===== src/rtl/mirror_witness_gen.sv =====
// rtl/mirror_witness_gen.sv - serial mirror-formula witness generator (optional self-check via MIRROR_SELF_CHECK_EN)
module mirror_witness_gen #(
    parameter int N = 10
) (
    input  logic         clk,
    input  logic         rst_n,
    input  logic         in_valid,
    output logic         in_ready,
    input  logic [N-1:0] in_x,
    output logic         out_valid,
    input  logic         out_ready,
    output logic [N-1:0] out_y,
    output logic         out_sat,
    output logic         busy
);
    localparam int CW = $clog2(N + 1);
    localparam logic [CW-1:0] CNT_DONE = CW'(N);

    typedef enum logic [1:0] {IDLE, SHIFT, HOLD} state_t;

    state_t        state;
    state_t        state_nxt;
    logic [N-1:0]  x_sr;
    logic [N-1:0]  y_sr;
    logic [CW-1:0] cnt;
    logic [N-1:0]  y_shift;

    // LSB of x enters at the top of y; after N moves y holds x in original bit order.
    assign y_shift = (y_sr >> 1) | (N'(x_sr[0]) << (N - 1));

    always_ff @(posedge clk) begin
        if (!rst_n) state <= IDLE;
        else        state <= state_nxt;
    end

    always_comb begin
        state_nxt = state;
        case (state)
            IDLE:    if (in_valid)        state_nxt = SHIFT;
            SHIFT:   if (cnt == CNT_DONE) state_nxt = HOLD;
            HOLD:    if (out_ready)       state_nxt = IDLE;
            default:                      state_nxt = IDLE;
        endcase
    end

    always_ff @(posedge clk) begin
        if (!rst_n) begin
            x_sr <= '0;
            y_sr <= '0;
            cnt  <= '0;
        end else begin
            case (state)
                IDLE: begin
                    if (in_valid) begin
                        x_sr <= in_x;
                        y_sr <= '0;
                        cnt  <= '0;
                    end
                end
                SHIFT: begin
                    if (cnt != CNT_DONE) begin
                        x_sr <= x_sr >> 1;
                        y_sr <= y_shift;
                        cnt  <= cnt + CW'(1);
                    end
                end
                HOLD: begin
                    if (out_ready) begin
                        x_sr <= '0;
                        y_sr <= '0;
                        cnt  <= '0;
                    end
                end
                default: begin
                    x_sr <= '0;
                    y_sr <= '0;
                    cnt  <= '0;
                end
            endcase
        end
    end

`ifdef MIRROR_SELF_CHECK_EN
    logic [N-1:0] x_copy;
    logic         sat_r;

    always_ff @(posedge clk) begin
        if (!rst_n) begin
            x_copy <= '0;
            sat_r  <= 1'b0;
        end else begin
            if (state == IDLE && in_valid)
                x_copy <= in_x;
            if (state == SHIFT && cnt == CNT_DONE)
                sat_r <= (y_sr == x_copy);
            else if (state == HOLD && out_ready)
                sat_r <= 1'b0;
        end
    end
`endif

    always_comb begin
        in_ready  = (state == IDLE);
        out_valid = (state == HOLD);
        busy      = (state != IDLE);
        out_y     = (state == HOLD) ? y_sr : '0;
`ifdef MIRROR_SELF_CHECK_EN
        out_sat   = sat_r;
`else
        out_sat   = (state == HOLD);
`endif
    end
endmodule


===== config.mk =====
export PLATFORM = sky130hd
export DESIGN_NAME = mirror_witness_gen
export DESIGN_NICKNAME = d
export VERILOG_FILES = /design/src/rtl/mirror_witness_gen.sv
export SDC_FILE = /design/constraint.sdc
export NUM_CORES = 1
export LEC_CHECK = 0
export ABC_AREA = 1
export BUFFER_PORTS_ARGS = -buffer_cell sky130_fd_sc_hd__buf_2
export CORE_UTILIZATION = 30
export DETAILED_ROUTE_END_ITERATION = 8
export GPL_TIMING_DRIVEN = 0
export PLACE_DENSITY_LB_ADDON = 0.12
export SLEW_MARGIN = 20
export SYNTH_ARGS = -nofsm -noshare
export SYNTH_HDL_FRONTEND = slang
export SYNTH_SLANG_ARGS = --single-unit

===== constraint.sdc =====
create_clock -name clk -period 1.8 [get_ports clk]
set_input_delay 0.18 -clock clk [delete_from_list [all_inputs] [get_ports clk]]
set_output_delay 0.18 -clock clk [all_outputs]
set_load 0.02 [all_outputs]

Yosys cells after proc, flatten, opt, wreduce, memory -nomap -nowiden
Index checks and enable logic that the tools add are counted.

Mux-type cells: 16. Reduce and logical (&&, ||, !) cells: 4. Bitwise operators: 1. Equal/unequal tests: 8. Add/sub/neg operators: 1.

Operator list (number): 10-bit two-way mux (6); 10-bit one-hot mux with 3 select lines (2); 4-bit two-way mux (3); 4-bit one-hot mux with 3 select lines (1); 9-bit by 10-bit OR with 10-bit output (1); 2-bit != test, second input constant (4); 2-bit two-way mux (3); 2-bit one-hot mux with 3 select lines (1); 3-bit AND reduction (2); 4-bit by 1-bit adder with 4-bit output, second input constant (1); 4-bit equality test, second input constant (1); 4-bit != test, second input constant (1); 2-bit by 1-bit equality test with 1-bit output, second input constant (1); 2-bit equality test, second input constant (1); 2-bit zero test (1); 2-bit nonzero test (1).

Logic and storage cells: 34. Input port bits: 14. Register bits: 26.

Depth between registers and ports, before layout
Gate-level depths: netlist of run 1.

Depth in word-level cells: 3. Depth in mapped cells: 10. Gate-level depth less buffers: 9.

Worst setup path before layout of run 1
No wires, ideal clock.

Path type: reg-to-output. From: register state[0]. To: output port out_y[0]. Data required time: 1.620 ns. Buffers on the path: 1. Arrival time: 1.516 ns. Cell stages (with the launch flop): 5. Setup slack: 0.104 ns. Path through: dfxtp_1 buf_2 nor2_1 clkinv_1 nor2_1.

Longest elaborated chain between the ends: 2.

Ends and longest elaborated chain: from (decl) (line 21) `state_t state;`; from (signal assigned) (line 33) `else state <= state_nxt;`; 2-bit equality test; via out_sat (line 13) `output logic out_sat,`; 10-bit two-way mux (line 106) `out_y = (state == HOLD) ? y_sr : '0;`; to (decl) (line 12) `output logic [N-1:0] out_y,`.

The timed path passes the listed nets, and every way through them passes these cells.

Final worst setup path of run 1
From: register state[0]. To: output port out_y[9].

Longest elaborated chain between the ends: 2.

Ends and longest elaborated chain (line): 2-bit equality test (106); 10-bit two-way mux (106).

No other way between the ends.

==> metrics.md, run 1 <==
| Metric | Value |
|---|---|
| Crit path cell chain | `buf_2, nor2_2, inv_4, nor2_1, buf_2` |
| Root buffer cell | `clkbuf_8` |
| Worst hold margin | `0.243 ns` |
| Sink Count | `26` |
| Total congestion overflow | `0` |
| All-Layer GR Usage | `14.3%` |
| RSZ-0062 raised after global routing | `false` |
| Total power | `1.30 mW` |
| Max-cap viol count | `0` |
| Sequential area share after synthesis | `38.0%` |
| Port Buffer Count | `26` |
| Worst-Margin Slew | `0.438 ns` |
| Asr flop ratio synth | `0%` |
| Routed vias | `1283` |
| Worst skew pair latency | `0.27 ns` |
| Leakage | `0.807 nW` |
| Effective utilization at floorplan | `31.2%` |
| Final setup vio count | `0` |
| TNS Setup | `0 ns` |
| Tightest Hold Check Type | `in2reg` |
| FF-to-FF Start | `cnt[0]` |
| Crit path top cell by count | `buf_2` |
| Setup CP Type | `reg2out` |
| Avg WL per Cell | `10.9 um` |
| Synth-to-layout area growth | `19.9%` |
| Sequential share of power | `47.7%` |
| Pwr Density | `793 nW/um2` |
| Synthesized cell area | `1370 um2` |
| Vias in the first global route | `1224` |
| Worst Setup End Kind | `output port` |
| Fin crit share | `89.2%` |
| Internal power | `976 uW` |
| Crit path max fanout | `10` |
| Switch share | `25.0%` |
| Synth area leaders | `dfxtp_1 (38%), nand2_1 (12%), nor2_1 (9.9%), nand3_1 (9.5%), inv_1 (6.9%)` |
| Peak Freq | `0.623 GHz` |
| CP startpoint kind | `flop` |
| Hold Path Cell Cnt | `3` |
| Drt drc | `0` |
| Wire length on met1 | `1.67 mm` |
| Final Hold Fails | `0` |
| Net Sw Power | `325 uW` |
| HPWL after detailed placement | `2.20 mm` |
| Status | `completed` |
| Layout cell share with drive strength beyond 1 | `23.5%` |
| Reg2Reg Setup Slack | `0.33 ns` |
| Detailed Route Iter0 Violations | `91` |
| Reg2Reg Depth | `9` |
| CP required | `1.62 ns` |
| Predominant post-synthesis flop cell | `dfxtp_1` |
| Synth Register Bits | `26` |
| DRT Pass-1 Iters | `4` |
| Core area | `4380 um2` |
| Total die area | `4840 um2` |
| WL met3 | `123 um` |
| Slew Viols, Final | `0` |
| First-pass GRT wire length | `5.55 mm` |
| WP data arrival | `1.43 ns` |
| Most frequent cell after synthesis | `nand2_1` |
| Antenna cell count | `0` |
| Power share of the clock group | `37.5%` |
| Slew margin rel. | `70.8%` |
| Largest net degree at the start of global routing | `16` |
| Vias/cell | `4.49` |
| # rows | `24` |
| Final #Nets | `251` |
| Hold buffers post-CTS | `0` |
| Worst R2R End | `x_sr[7]` |
| Reg clk slew, reported paths | `0.09 ns` |
| Syn Area/Cell | `6.71 um2` |
| Largest stage delay, worst path | `0.35 ns` |
| Unique cell type count in the Yosys netlist | `22` |
| I/O Pins | `28` |
| Top post-synthesis cells by count | `nand2_1 (44), nor2_1 (36), dfxtp_1 (26), nand3_1 (26), inv_1 (25)` |
| Number of synthesis warnings | `0` |
| Fillers | `495` |
| Gpl congestion | `0.716` |
| Max H-tree Level | `1` |
| Post-synth EDFFs | `0` |
| Clock Path Buffers | `2` |
| Tmin final | `1.61 ns` |
| Synth Net Count | `220` |
| Hold Path Origin | `out_ready` |
| Final ANT Viol Nets | `0` |
| Num CTS Buffers | `3` |
| Peak VDD IR | `324 uV` |
| Biggest area consumer among synthesized cells | `dfxtp_1` |
| Top sig layer | `met4` |
| Die width | `69.5 um` |
| Hold Path Sink | `state[1]` |
| Yosys top cell area share | `38.0%` |
| WL final | `3.12 mm` |
| Met2 WL | `1.31 mm` |
| Setup repair bufs after CTS | `0` |
| Synth Instances | `204` |
| CTS tree | `built` |
| Initial antenna violation count | `0` |
| Worst Skew | `0.00622 ns` |
| Die Y-Extent | `69.5 um` |
| Combinational fraction of design power | `14.9%` |
| CP max stage cell | `dfxtp_1` |
## power groups by stage
stage	combinational, mW	sequential, mW	clock [mW]
CTS	0.196	0.621	0.508
detailed placement	0.195	0.634	0
global route	0.226	0.625	0.532
finish	0.193	0.621	0.487
floorplan	0.146	0.630	0
global placement	0.195	0.634	0
## how the worst max path moves through the flow
stage / start / endpoint / slack [ns] / depth (start not counted)
after floorplan: state[0] / out_y[0] / 0.10 / 4
after global placement: state[0] / out_y[9] / 0.20 / 5
after detailed placement: state[1] / out_y[9] / 0.18 / 5
after CTS: state[1] / out_y[9] / 0.07 / 5
after global routing: state[0] / out_y[9] / 0.08 / 5
final: state[0] / out_y[9] / 0.19 / 5
## repair_timing
action	CTS	global route
pin swaps	0	0
endpoints found under the setup margin	10	5
gates resized for setup	2	2
## worst max-delay path: cells and delay by family (launching register included)
kind          cells  cell delay (ns)
buf+inv           3             0.46
flops             1             0.35
simple gates      2             0.34
## kinds of logic after synthesis
| logic type | share of synthesized area, % |
|---|---|
| buf+inv | 12.5 |
| fa+ha+maj | 1.83 |
| flops | 38.0 |
| compound gates | 6.31 |
| simple gates | 41.3 |
## stage by stage
stage | std cells | utilization (%) | setup slack, ns | cell area, um2
2_1_floorplan | 204 | - | 0.104 | 1370
3_3_place_gp | 282 | 35.7 | 0.196 | 1560
3_5_place_dp | 282 | 35.7 | 0.175 | 1560
4_1_cts | 286 | 37.4 | 0.0685 | 1640
5_1_grt | 286 | 37.4 | 0.0830 | 1640
6_report | 286 | 37.4 | 0.195 | 1640
## final cells by class
type	instances	area (um2)	share of cell area [%]
sequential	26	522	31.8
clock inverter	1	30.0	1.83
tap	52	65.1	3.96
clock buffer	3	41.3	2.52
buffer	10	62.6	3.81
timing repair buffer	26	130	7.93
multi-input combinational	139	679	41.4
inverter	29	111	6.78
## sequential cells by signal (all words and copies together), names as in the netlist
| register | cells |
|---|---|
| cnt | 4 |
| state | 2 |
| x_sr | 10 |
| y_sr | 10 |
## cells in the final DEF (no fill, tap or decap)
cell / n
dfxtp_1: 25
nand3b_1: 10
dfxtp_2: 1
buf_4: 1
nand4_1: 2
nand2_4: 2
o21ai_1: 2
nor2_2: 3
nor2_1: 35
clkbuf_1: 2
nand3_1: 26
inv_1: 25
nand2_2: 2
buf_2: 31
bufinv_16: 1
buf_6: 2
clkbuf_8: 3
o211ai_1: 1
a21oi_1: 3
o21ai_0: 2
ha_1: 2
o21ai_2: 5
nand2_1: 44
inv_2: 3
inv_4: 1
## routing by layer
layer,up-vias,track usage (%)
li1,692,-
met1,566,20.5
met2,23,21.8
met3,2,3.63
met4,0,2.72
met5,-,0
Power figures use the tool's default switching activity.
==> inputs of run 2 (changes only) <==
ABC_AREA = unset   (was 1)
==> metrics.md, run 2 <==
| Metric | Value |
|---|---|
| Most frequent cell after synthesis | `dfxtp_1` |
| Synth Register Bits | `26` |
| Final core occ | `38.1%` |
| Buf/Inv on CP | `3` |
| Routed vias | `1047` |
| Number of synthesis warnings | `0` |
| Commonest non-fill, non-tap cell in the layout | `buf_2` |
| CP required | `1.97 ns` |
| Worst skew pair latency | `0.27 ns` |
| First-pass GRT wire length | `4.63 mm` |
| Max H-tree Level | `1` |
| Predominant post-synthesis flop cell | `dfxtp_1` |
| Worst-Margin Slew | `0.577 ns` |
| Peak VDD IR | `279 uV` |
| Synth Net Count | `148` |
| Root buffer cell | `clkbuf_8` |
| Tmin final | `1.71 ns` |
| Synthesized cell area | `1250 um2` |
| Reg clk slew, reported paths | `0.09 ns` |
| Total power | `1.22 mW` |
| Final setup vio count | `0` |
| Worst Skew | `0.00605 ns` |
| Final #Nets | `180` |
| Synth area leaders | `dfxtp_1 (42%), mux2i_1 (8.8%), mux2_2 (8.1%), a32o_1 (8.0%), nand2_1 (7.2%)` |
| WL final | `2.74 mm` |
| Largest net degree at the start of global routing | `15` |
| Leakage | `0.665 nW` |
| Initial antenna violation count | `0` |
| Num CTS Buffers | `3` |
| Avg WL per Cell | `12.9 um` |
| Gpl congestion | `0.718` |
| Fillers | `423` |
| CP startpoint kind | `flop` |
| Peak Freq | `0.586 GHz` |
| Synth-to-layout area growth | `21.8%` |
| Sink Count | `26` |
| # rows | `23` |
| Top delay family on crit path | `compound AO/OA/AOI/OAI gates` |
| Tightest Hold Check Type | `in2reg` |
| Final ANT Viol Nets | `0` |
| Final Hold Fails | `0` |
| Post-synthesis mux area share | `16.9%` |
| Biggest area consumer among synthesized cells | `dfxtp_1` |
| Layout cell share with drive strength beyond 1 | `30.7%` |
| RSZ-0062 raised after global routing | `false` |
| Drt drc | `0` |
| XOR/XNOR share of the synthesized area | `0%` |
| Synth Area in Simple Gates | `19.9%` |
| Post-synth EDFFs | `0` |
| HPWL after detailed placement | `1.98 mm` |
| WP data arrival | `1.88 ns` |
| Asr flop ratio synth | `0%` |
| Slew Viols, Final | `0` |
| DRT Pass-1 Iters | `4` |
| Registers with the most flip-flops | `x_sr (10), y_sr (10), cnt (4)` |
| Fin crit share | `94.8%` |
| Vias/cell | `4.92` |
| Crit path max fanout | `10` |
| Syn Area/Cell | `9.47 um2` |
| CTS tree | `built` |
| Most frequent cells in the layout | `buf_2 (27), dfxtp_1 (25), nand2_1 (24)` |
| Synth Area in Adders | `2.00%` |
| Status | `completed` |
| Effective utilization at floorplan | `31.2%` |
| Crit path top cell by count | `buf_6` |
| Slew margin rel. | `61.5%` |
| Synth Area in Compound Gates | `13.1%` |
| I/O Pins | `28` |
| Vias in the first global route | `1070` |
| Total congestion overflow | `0` |
| Die Y-Extent | `66.6 um` |
| Detailed Route Iter0 Violations | `36` |
| Clock Path Buffers | `2` |
| Max-cap viol count | `0` |
| Top post-synthesis cells by count | `dfxtp_1 (26), nand2_1 (24), mux2i_1 (11)` |
| Synth Instances | `132` |
| Largest family of logic cells by synthesized area | `simple AND/OR/NAND/NOR gates` |
| Yosys top cell area share | `41.6%` |
| CP max stage cell | `dfxtp_2` |
| Pwr Density | `801 nW/um2` |
| Unique cell type count in the Yosys netlist | `29` |
| Total die area | `4430 um2` |
| Port Buffer Count | `26` |
| All-Layer GR Usage | `13.6%` |
| Core area | `4000 um2` |
| Setup CP Type | `reg2reg` |
| Crit path cell chain | `inv_1, ha_1, and3b_2, a22o_1, buf_6, buf_6, a32o_1` |
| Worst Setup End Kind | `flop` |
| Die width | `66.6 um` |
| Antenna cell count | `0` |
| Largest stage delay, worst path | `0.36 ns` |
| Sequential area share after synthesis | `41.6%` |
[run 2: cell count changes after synthesis, sizes merged, moves of 4 or more]
cell    previous run  this run
mux2i              0        11
nand3b            10         0
and2               0        10
mux2               0         9
nor2              38         1
buf                8         4
a32o               0        10
inv               28         5
nand2             48        24
o21ai              9         0
nand3             26         5
clkbuf             2         7
[run 2: per-stage QoR]
stage	worst slack (ns)	cells	hold WS (ns)	instance area (um2)	TNS [ns]
floorplan	0.0925	132	0.334	1250	0
global placement	-0.0565	208	0.442	1440	-0.241
detailed placement	-0.0828	208	0.447	1440	-0.375
CTS	0.0384	211	0.158	1500	0
global route	0.0127	213	0.170	1520	0
finish	0.0934	213	0.163	1520	0
[run 2: cell type report]
class | count | area, um2 | area share [%]
multi-input combinational | 90 | 661 | 43.4
sequential | 26 | 522 | 34.3
timing repair buffer | 28 | 145 | 9.53
tap | 50 | 62.6 | 4.11
buffer | 10 | 58.8 | 3.86
clock buffer | 4 | 55.1 | 3.62
inverter | 5 | 18.8 | 1.23
[run 2: report_power, final]
group | leakage [nW] | total (mW) | internal [mW] | switching [mW]
sequential | 0.212 | 0.622 | 0.605 | 0.0171
combinational | 0.424 | 0.220 | 0.0986 | 0.121
clock | 0.0288 | 0.377 | 0.196 | 0.181
[run 2: worst paths after layout]
path	start	endpoint	slack (ns)	depth (start not counted)
worst max-delay path	cnt[0]	y_sr[7]	0.09	7
worst min-delay path	in_x[9]	x_sr[9]	0.16	3
worst max register to register	cnt[0]	y_sr[7]	0.09	7
worst min register to register	cnt[0]	cnt[0]	0.46	1
[run 2: logic make-up after synthesis]
logic type,count (synthesis)
and+or+nand+nor,50
DFF,26
muxes,20
AOI/OAI and AO/OA,18
buffers and inverters,16
adders and majority gates,2
[run 2: repair_timing]
action	in CTS	in global routing
hold buffers	0	0
buffers inserted	0	2
endpoints found under the setup margin	25	20
gates resized for setup	2	3
[run 2: tightest hold or removal path, cell delays in order]
cell and delay, ns:
buf_2 0.09, nand3_1 0.05, mux2i_1 0.06
[run 2: layer usage]
| layer | vias up | part of all wire, % | global-route usage (%) |
|---|---|---|---|
| li1 | 526 | - | - |
| met1 | 501 | 44 | 15.2 |
| met2 | 16 | 53 | 25.8 |
| met3 | 4 | 2.6 | 2.05 |
| met4 | 0 | 1.1 | 4.79 |
| met5 | - | 0 | 0 |
==> inputs of run 3 (changes only) <==
CTS_BUF_LIST = sky130_fd_sc_hd__clkbuf_4   (was unset)
==> metrics.md, run 3 (same netlist as run 2, synthesis figures left out) <==
| Metric | Value |
|---|---|
| Status | `completed` |
| CP max stage cell | `dfxtp_2` |
| Die Y-Extent | `66.6 um` |
| Internal power | `788 uW` |
| I/O Pins | `28` |
| First-pass GRT wire length | `4.64 mm` |
| Avg WL per Cell | `13.1 um` |
| Largest net degree at the start of global routing | `15` |
| Hold Path Cell Cnt | `3` |
| Leakage | `0.656 nW` |
| Synth-to-layout area growth | `19.9%` |
| Crit path top cell by count | `buf_6` |
| Total power | `1.10 mW` |
| Tightest Hold Check Type | `in2reg` |
| Switch share | `28.5%` |
| DP Area | `1440 um2` |
| Post-route insts no fill | `213` |
| All-Layer GR Usage | `13.7%` |
| CP startpoint kind | `flop` |
| Sink Count | `26` |
| Final Hold Fails | `0` |
| Sequential share of power | `56.8%` |
| Power share of the clock group | `23.3%` |
| Worst R2R End | `y_sr[7]` |
| Initial antenna violation count | `0` |
| Final core occ | `37.5%` |
| Fin crit share | `93.6%` |
| FF-to-FF Start | `cnt[0]` |
| Combinational fraction of design power | `19.9%` |
| Crit path max fanout | `10` |
| Root buffer cell | `clkbuf_4` |
| Hold buffers post-CTS | `0` |
| Drt drc | `0` |
| Top delay family on crit path | `compound AO/OA/AOI/OAI gates` |
| # placed instances | `208` |
| Setup CP Type | `reg2reg` |
| Net Sw Power | `315 uW` |
| CP required | `2.04 ns` |
| Worst Setup End Kind | `flop` |
| Hold Path Origin | `in_x[9]` |
| Buf/Inv on CP | `3` |
| Final ANT Viol Nets | `0` |
| Max H-tree Level | `1` |
| Commonest non-fill, non-tap cell in the layout | `buf_2` |
| Worst skew pair latency | `0.32 ns` |
| Slew Viols, Final | `0` |
| CTS tree | `built` |
| Finished Cell Area | `1500 um2` |
| Peak Freq | `0.594 GHz` |
| Effective utilization at floorplan | `31.2%` |
| Total die area | `4430 um2` |
| WP data arrival | `1.92 ns` |
| Crit path cell chain | `inv_1, ha_1, and3b_2, a22o_1, buf_6, buf_6, a32o_1` |
| DRT Pass-1 Iters | `4` |
| Reg2Reg Depth | `7` |
| Die width | `66.6 um` |
| Worst hold margin | `0.0967 ns` |
| Final setup vio count | `0` |
| TNS Setup | `0 ns` |
| Detailed Route Iter0 Violations | `33` |
| Final #Nets | `180` |
| WL final | `2.80 mm` |
| Max-cap viol count | `0` |
| Pwr Density | `736 nW/um2` |
| Antenna cell count | `0` |
| HPWL after detailed placement | `1.98 mm` |
| Worst Skew | `0.00283 ns` |
| Reg clk slew, reported paths | `0.14 ns` |
| Total congestion overflow | `0` |
| Routed vias | `1054` |
| Layout cell share with drive strength beyond 1 | `31.3%` |
| Most frequent cells in the layout | `buf_2 (27), nand2_1 (24), dfxtp_1 (24)` |
| Vias/cell | `4.95` |
| Peak VDD IR | `249 uV` |
| Vias in the first global route | `1077` |
| Worst-Margin Slew | `0.574 ns` |
| Reg2Reg Setup Slack | `0.12 ns` |
| Port Buffer Count | `26` |
| RSZ-0062 raised after global routing | `false` |
| Core area | `4000 um2` |
| Final setup margin | `0.115 ns` |
| Largest stage delay, worst path | `0.36 ns` |
| DP Worst Slack | `-0.0828 ns` |
| # rows | `23` |
| Hold Path Sink | `x_sr[9]` |
| Gpl congestion | `0.718` |
| Registers with the most flip-flops | `x_sr (10), y_sr (10), cnt (4)` |
| Tmin final | `1.68 ns` |
| Slew margin rel. | `61.7%` |
| Num CTS Buffers | `3` |
| Clock Path Buffers | `2` |
-- run 3: changes by cell type in the layout (fill, tap and decap cells not counted), sizes merged --
cell    before  now
buf         32   33
clkinv       0    1
clkbuf      10    8
-- run 3: worst max path at each step --
stage | endpoint | slack [ns] | depth (start not counted) | start
2_1_floorplan | y_sr[7] | 0.09 | 8 | cnt[0]
3_3_place_gp | y_sr[7] | -0.06 | 8 | cnt[0]
3_5_place_dp | y_sr[8] | -0.08 | 8 | cnt[0]
4_1_cts | y_sr[8] | 0.03 | 7 | cnt[0]
5_1_grt | x_sr[9] | 0.02 | 5 | cnt[0]
6_report | y_sr[7] | 0.12 | 7 | cnt[0]
-- run 3: power groups by stage --
stage | clock network (mW) | logic, mW | registers (mW)
6_report | 0.257 | 0.220 | 0.626
5_1_grt | 0.294 | 0.243 | 0.633
4_1_cts | 0.269 | 0.221 | 0.623
3_5_place_dp | 0 | 0.218 | 0.635
3_3_place_gp | 0 | 0.214 | 0.633
2_1_floorplan | 0 | 0.164 | 0.630
-- run 3: area by class of cell --
| class | instances | area (um2) |
|---|---|---|
| Buffer | 9 | 55.1 |
| Clock buffer | 3 | 22.5 |
| Clock inverter | 1 | 3.75 |
| Fill cell | 430 | 2500 |
| Inverter | 5 | 18.8 |
| Multi-Input combinational cell | 90 | 661 |
| Sequential cell | 26 | 523 |
| Tap cell | 50 | 62.6 |
| Timing Repair Buffer | 29 | 153 |
-- run 3: routing by layer --
metal	wire [um]	GRT usage, %
met1	1200	15.1
met2	1500	26.0
met3	59	1.54
met4	38	5.59
met5	0	0
-- run 3: tightest hold or removal path, delay by kind of cell --
kind | cells | cell delay [ns]
buffers and inverters | 1 | 0.09
muxes | 1 | 0.06
and+or+nand+nor | 1 | 0.05
-- run 3: timing repair --
item,in CTS,in global routing
pin swaps,0,0
endpoints found under the setup margin,32,33
setup buffers,0,3
resized for setup,2,4
